File: src/rtl/led_sched_pkg.sv
// rtl/led_sched_pkg.sv - shared mode encodings, seeds and state type for the LED scheduler
package led_sched_pkg;

    typedef logic [1:0] mode_t;

    localparam mode_t MODE_OFF   = 2'b00;
    localparam mode_t MODE_LEFT  = 2'b01;
    localparam mode_t MODE_RIGHT = 2'b10;
    localparam mode_t MODE_BLINK = 2'b11;

    localparam logic [7:0] SEED_OFF   = 8'h00;
    localparam logic [7:0] SEED_LEFT  = 8'h01;
    localparam logic [7:0] SEED_RIGHT = 8'h80;
    localparam logic [7:0] SEED_BLINK = 8'hFF;

    typedef enum logic [1:0] {
        OFF   = 2'b00,
        LEFT  = 2'b01,
        RIGHT = 2'b10,
        BLINK = 2'b11
    } led_state_t;

    function automatic led_state_t mode_state(input mode_t m);
        case (m)
            MODE_LEFT:  mode_state = LEFT;
            MODE_RIGHT: mode_state = RIGHT;
            MODE_BLINK: mode_state = BLINK;
            default:    mode_state = OFF;
        endcase
    endfunction

    function automatic logic [7:0] mode_seed(input mode_t m);
        case (m)
            MODE_LEFT:  mode_seed = SEED_LEFT;
            MODE_RIGHT: mode_seed = SEED_RIGHT;
            MODE_BLINK: mode_seed = SEED_BLINK;
            default:    mode_seed = SEED_OFF;
        endcase
    endfunction

endpackage

File: src/rtl/sw_debounce.sv
// rtl/sw_debounce.sv - two-flop switch synchroniser with stability counter
module sw_debounce
    import led_sched_pkg::*;
#(
    parameter int DEB = 3
) (
    input  logic  Clk,
    input  logic  Rst,
    input  mode_t SW,
    output mode_t stable_val,
    output logic  stable_vld
);

    localparam int DW = $clog2(DEB) + 1;
    localparam logic [DW-1:0] DEB_MAX = DW'(DEB - 1);

    mode_t s1;
    mode_t s2;
    mode_t cand;
    logic [DW-1:0] deb_cnt;

    always_ff @(posedge Clk) begin
        if (!Rst) begin
            s1      <= 2'b00;
            s2      <= 2'b00;
            cand    <= 2'b00;
            deb_cnt <= '0;
        end else begin
            s1 <= SW;
            s2 <= s1;
            if (s2 != cand) begin
                cand    <= s2;
                deb_cnt <= '0;
            end else if (deb_cnt < DEB_MAX) begin
                deb_cnt <= deb_cnt + DW'(1);
            end
        end
    end

    // Valid on the edge where the candidate has just seen its last required sample.
    assign stable_val = cand;
    assign stable_vld = (s2 == cand) && (deb_cnt == DEB_MAX);

endmodule

File: src/rtl/led_mode_scheduler.sv
// rtl/led_mode_scheduler.sv - debounced mode commit, step prescaler and LED pattern FSM
module led_mode_scheduler
    import led_sched_pkg::*;
#(
    parameter int DIV = 4,
    parameter int DEB = 3
) (
    input  logic       Clk,
    input  logic       Rst,
    input  logic [1:0] SW,
    input  logic       En,
    output logic [7:0] LED,
    output logic [1:0] Mode,
    output logic       Tick,
    output logic       ModeChg
);

    localparam int CW = $clog2(DIV);
    localparam logic [CW-1:0] CNT_MAX = CW'(DIV - 1);

    mode_t         stable_val;
    logic          stable_vld;
    logic          commit;
    logic [CW-1:0] cnt;
    led_state_t    state;

    sw_debounce #(.DEB(DEB)) u_deb (
        .Clk        (Clk),
        .Rst        (Rst),
        .SW         (SW),
        .stable_val (stable_val),
        .stable_vld (stable_vld)
    );

    assign Tick   = En && (cnt == CNT_MAX);
    assign commit = stable_vld && (stable_val != Mode);

    // A commit restarts the pattern from its seed and swallows any coincident step.
    always_ff @(posedge Clk) begin
        if (!Rst) begin
            state   <= OFF;
            Mode    <= MODE_OFF;
            LED     <= SEED_OFF;
            cnt     <= '0;
            ModeChg <= 1'b0;
        end else begin
            ModeChg <= commit;
            if (commit) begin
                Mode  <= stable_val;
                state <= mode_state(stable_val);
                LED   <= mode_seed(stable_val);
                cnt   <= '0;
            end else begin
                if (En) begin
                    cnt <= (cnt == CNT_MAX) ? '0 : cnt + CW'(1);
                end
                if (Tick) begin
                    case (state)
                        OFF:   LED <= SEED_OFF;
                        LEFT:  LED <= {LED[6:0], LED[7]};
                        RIGHT: LED <= {LED[0], LED[7:1]};
                        BLINK: LED <= ~LED;
                    endcase
                end
            end
        end
    end

endmodule

File: config.mk
export PLATFORM = sky130hd
export DESIGN_NAME = led_mode_scheduler
export DESIGN_NICKNAME = d
export VERILOG_FILES = /design/src/rtl/led_sched_pkg.sv /design/src/rtl/sw_debounce.sv /design/src/rtl/led_mode_scheduler.sv
export SDC_FILE = /design/constraint.sdc
export NUM_CORES = 1
export LEC_CHECK = 0
export ABC_AREA = 0
export CORE_ASPECT_RATIO = 2
export CORE_MARGIN = 2
export CORE_UTILIZATION = 40
export DETAILED_ROUTE_END_ITERATION = 6
export SETUP_SLACK_MARGIN = 0.3
export SYNTH_ARGS = -nofsm -noshare
export SYNTH_HDL_FRONTEND = slang
export SYNTH_SLANG_ARGS = --single-unit
File: constraint.sdc
create_clock -name Clk -period 3.15 [get_ports Clk]
set_clock_uncertainty 0.15 [all_clocks]
set_input_delay 0.945 -clock Clk [delete_from_list [all_inputs] [get_ports Clk]]
set_output_delay 0.945 -clock Clk [all_outputs]
set_load 0.005 [all_outputs]
---- After elaboration in Yosys (flattened, before gate mapping) ----
Cells that the tools add are included.
operators by class
  muxes and demuxes ....................... 6
  bitwise operators ....................... 2
  magnitude comparators ................... 1
  equal/unequal tests ..................... 11
  reductions and logical operators ........ 7
  add/sub/neg operators ................... 2
operators by type and width
  cell                   number
  $pmux W8 S4            1
  $pmux W8 S3            1
  $mux W8                2
  $eq A2 B2 Y1 const B   5
  $not A8 Y8             1
  $pmux W2 S3            1
  $eq A2 B1 Y1 const B   2
  $ne A2 B2 Y1           2
  $reduce_or A2 Y1       2
  $add A3 B1 Y3 const B  1
  $eq A3 B2 Y1 const B   1
  $logic_and A1 B1 Y1    3
  $lt A3 B2 Y1 const B   1
  $add A2 B1 Y2 const B  1
  $eq A2 B2 Y1           1
  $logic_not A2 Y1       1
  $mux W2                1
  $reduce_bool A2 Y1     1
  $not A1 Y1             1
word-level totals
  input bits .............................. 5
  output and inout bits ................... 12
  bits in registers ....................... 24
  logic and storage cells ................. 38

---- Logic depth before layout (Yosys ltp) ----
  word-level depth ........................ 4
  gate-level depth with buffers ........... 7
  mapped depth without buffers ............ 6

---- By module ----
A second synthesis with hierarchy kept.
unflattened totals
  cells, all modules ...................... 145
  area, all modules ....................... 1221.2 um^2
by module, submodules not included
  module              times used  cells an instance  area each (um^2)
  led_mode_scheduler  1           115                883.3
  sw_debounce         1           30                 337.8

---- Worst setup path after synthesis ----
OpenSTA, ideal clock, no wires.
  path type ............................... input to output
  start ................................... input port En
  end ..................................... output port Tick
  slack ................................... 0.821 ns
  stages .................................. 2
  arrival time ............................ 1.234 ns
  path through ............................ and2_1 -> clkbuf_1
on the way
  word-level cells in the longest chain between the ends .. 1
ends and longest elaborated chain
  what                 RTL line                  RTL
  start, declared      led_mode_scheduler.sv:11  input logic En,
  $logic_and A1 B1 Y1  led_mode_scheduler.sv:35  assign Tick = En && (cnt == CNT_MAX);
  end, declared        led_mode_scheduler.sv:14  output logic Tick,
No other way between the ends.

---- Final worst setup path ----
Ends and elaborated chain as after synthesis.

==> flow_metrics.tcl <==
set metrics [dict create \
    m1WireLength_um 897 \
    yosysSeqAreaShare 0.412 \
    dp.cells 167 \
    io_pins 17 \
    place_area_mm2 0.00135 \
    die_h_um 80.3 \
    rsz0062_at_grt "false" \
    fin_nets 151 \
    drive_gt1_frac 0.0915 \
    fmax_mhz 382 \
    yosysWarningCount 0 \
    avgSynthCellArea_um2 9.17 \
    drt_wl_total_um 2280 \
    ys_ff_latch 24 \
    rows 27 \
    grt_max_degree 24 \
    initial_core_util 0.421 \
    relSlewSlack 0.568 \
    final_common_cell "dfxtp_1" \
    final_cells 171 \
    r2r-end "LED[3]$_SDFFE_PN0P_" \
    coreArea_mm2 0.00277 \
    tightest_slew_ns 0.647 \
    grt-ovfl-total 0 \
    slew_viol_final 0 \
    reg2reg_depth 5 \
    antenna_left 0 \
    route.met3.wl_um 47 \
    reg2reg_setup_slack_ns 0.90 \
    synthTopCellsByArea "dfxtp_1 41%, o221a_1 5.8%, mux2i_1 5.2%" \
    max-vdd-ir-drop_mv 0.320 \
    cts_hold_buffers 0 \
    clkSlewWorstSetupHoldPaths_ns 0.08 \
    synth_top_cell_area_share 0.412 \
    fin_crit_sh 0.831 \
    clock_sinks 24 \
    yosys.area.top_type "dfxtp_1" \
    cp-endpoint "Tick" \
    synth_area_mm2 0.00116 \
    hold_viol_final 0 \
    clockBufferDepth 2 \
    antenna_cells 0 \
    dieArea_mm2 0.00339 \
    post_drt_wl_per_cell_um 13.4 \
    dp_slack_ns -0.0112 \
    crit_path_end_kind "output port" \
    portBuffers 16 \
    drv_cap 0 \
    synthCells 127 \
    num_vias 956 \
    ys_types 28 \
    wl_met2_um 1260 \
    routed_via_density 5.59 \
    first_global_vias 925 \
    worstSetupStartpoint "En" \
    status "finished, final reports clean" \
    fin_crit_ns 2.62 \
    final_cell_mix "24 x dfxtp_1, 14 x nor2_1, 14 x clkdlybuf4s50_1" \
    power.density_mw_per_mm2 440 \
    stdcell_area_mm2 0.00141 \
    arrival_ns 1.52 \
    die_w_um 42.2 \
    top_layer_used "met4" \
    syn_nets 135 \
    syn_to_final_growth_pct 20.9 \
    dp_hpwl_um 1730 \
    htree_levels 1 \
    p_leak_nw 0.492 \
    grt.total_usage 0.148 \
    path_max_fanout 2 \
    dr.pass1.iters 4 \
    cts_root_buf "clkbuf_8" \
    antenna_found_initial 0 \
    crit_required_ns 2.05 \
    clkLatencyLatePin_ns 0.26 \
    drt_drc_violations_left 0 \
    place_congestion 0.824 \
    worst_slack_ns 0.534 \
    finalSetupViolations 0 \
    dr.first_iter.drc_count 20 \
    r2r-start "u_deb.stable_val[1]$_SDFFE_PN0P_" \
    min_path_type "reg2reg" \
    cp-start-kind "input port" \
    cts_tree "done" \
    cts_buffers 3 \
    grt_pass1_wl_um 3880 \
    critical_path_class "in2out" \
    n_fill_cell 270 \
]
Yosys cell counts (all sizes together):
cell type / count
dfxtp: 24
nor2: 14
nand2: 9
and2: 8
nor2b: 7
clkbuf: 6
mux2i: 6
o221a: 6
a2111oi: 4
a211oi: 4
a21oi: 4
inv: 4
nand2b: 4
o211ai: 4
ha: 3
nand3: 3
xnor2: 3
a21boi: 2
buf: 2
nor3: 2
xor2: 2
a221o: 1
a31o: 1
o21ai: 1
o311a: 1
or2: 1
or2b: 1
state kept, by name (all words and copies together), names as in the netlist:
| name | count |
|---|---|
| cnt | 2 |
| u_deb.deb_cnt | 3 |
| u_deb.s1 | 2 |
| LED | 8 |
| u_deb.stable_val | 2 |
| Mode | 2 |
| state | 2 |
| u_deb.s2 | 2 |
| ModeChg | 1 |
what timing repair did:
action,in CTS,in global routing
setup endpoints to repair,1,0
gates resized for setup,5,0
setup buffers,0,0
stage by stage:
step | utilization | hold WS [ns] | TNS, ns | power (W)
after floorplan | - | 0.262 | 0 | 0.000394
after global placement | 0.488 | 0.265 | 0 | 0.000417
after detailed placement | 0.488 | 0.277 | -0.0112 | 0.000421
after CTS | 0.509 | 0.300 | 0 | 0.000630
after global routing | 0.509 | 0.310 | 0 | 0.000650
final | 0.509 | 0.294 | 0 | 0.000620
final cells by class:
| cell class | count | area [um^2] | area share |
|---|---|---|---|
| clock buffers | 4 | 55.1 | 0.0391 |
| flip-flops and latches | 24 | 480 | 0.341 |
| inverters | 4 | 15.0 | 0.0107 |
| repair buffers | 19 | 183 | 0.130 |
| well taps | 29 | 36.3 | 0.0258 |
| multi-input cells | 91 | 639 | 0.454 |
power by group:
group          internal (W)  total [W]  switching, W
Combinational     0.0000411  0.0000766     0.0000355
Sequential         0.000320   0.000335     0.0000157
Clock              0.000112   0.000208     0.0000960
per-layer routing:
layer / track usage / vias to the layer above
li1: - / 479
met1: 0.134 / 454
met2: 0.289 / 17
met3: 0.0135 / 6
met4: 0.106 / 0
met5: 0 / -
worst max-delay path, cell delays in order:
cell	delay (ns)
dlygate4sd2_1	0.24
and2_4	0.13
clkdlybuf4s15_2	0.20
worst min path at each step:
stage / startpoint / slack (ns) / endpoint / cells past startpoint
2_1_floorplan: u_deb.s1[0]$_SDFF_PN0_ / 0.26 / u_deb.s2[0]$_SDFF_PN0_ / 1
3_3_place_gp: u_deb.s1[1]$_SDFF_PN0_ / 0.27 / u_deb.s2[1]$_SDFF_PN0_ / 1
5_1_grt: u_deb.s1[1]$_SDFF_PN0_ / 0.31 / u_deb.s2[1]$_SDFF_PN0_ / 1
4_1_cts: u_deb.s1[1]$_SDFF_PN0_ / 0.30 / u_deb.s2[1]$_SDFF_PN0_ / 1
3_5_place_dp: u_deb.s1[1]$_SDFF_PN0_ / 0.28 / u_deb.s2[1]$_SDFF_PN0_ / 1
6_report: u_deb.s1[0]$_SDFF_PN0_ / 0.29 / u_deb.s2[0]$_SDFF_PN0_ / 1
cell families after synthesis:
| logic type | after synthesis | share of synthesized area |
|---|---|---|
| DFF | 24 | 0.412 |
| buffers and inverters | 12 | 0.0408 |
| xor gates and xnor gates | 5 | 0.0376 |
| AOI/OAI and AO/OA | 28 | 0.216 |
| adders and majority gates | 3 | 0.0322 |
| muxes | 6 | 0.0516 |
| and+or+nand+nor | 49 | 0.209 |
No activity file was read; power rests on OpenSTA's default activity.
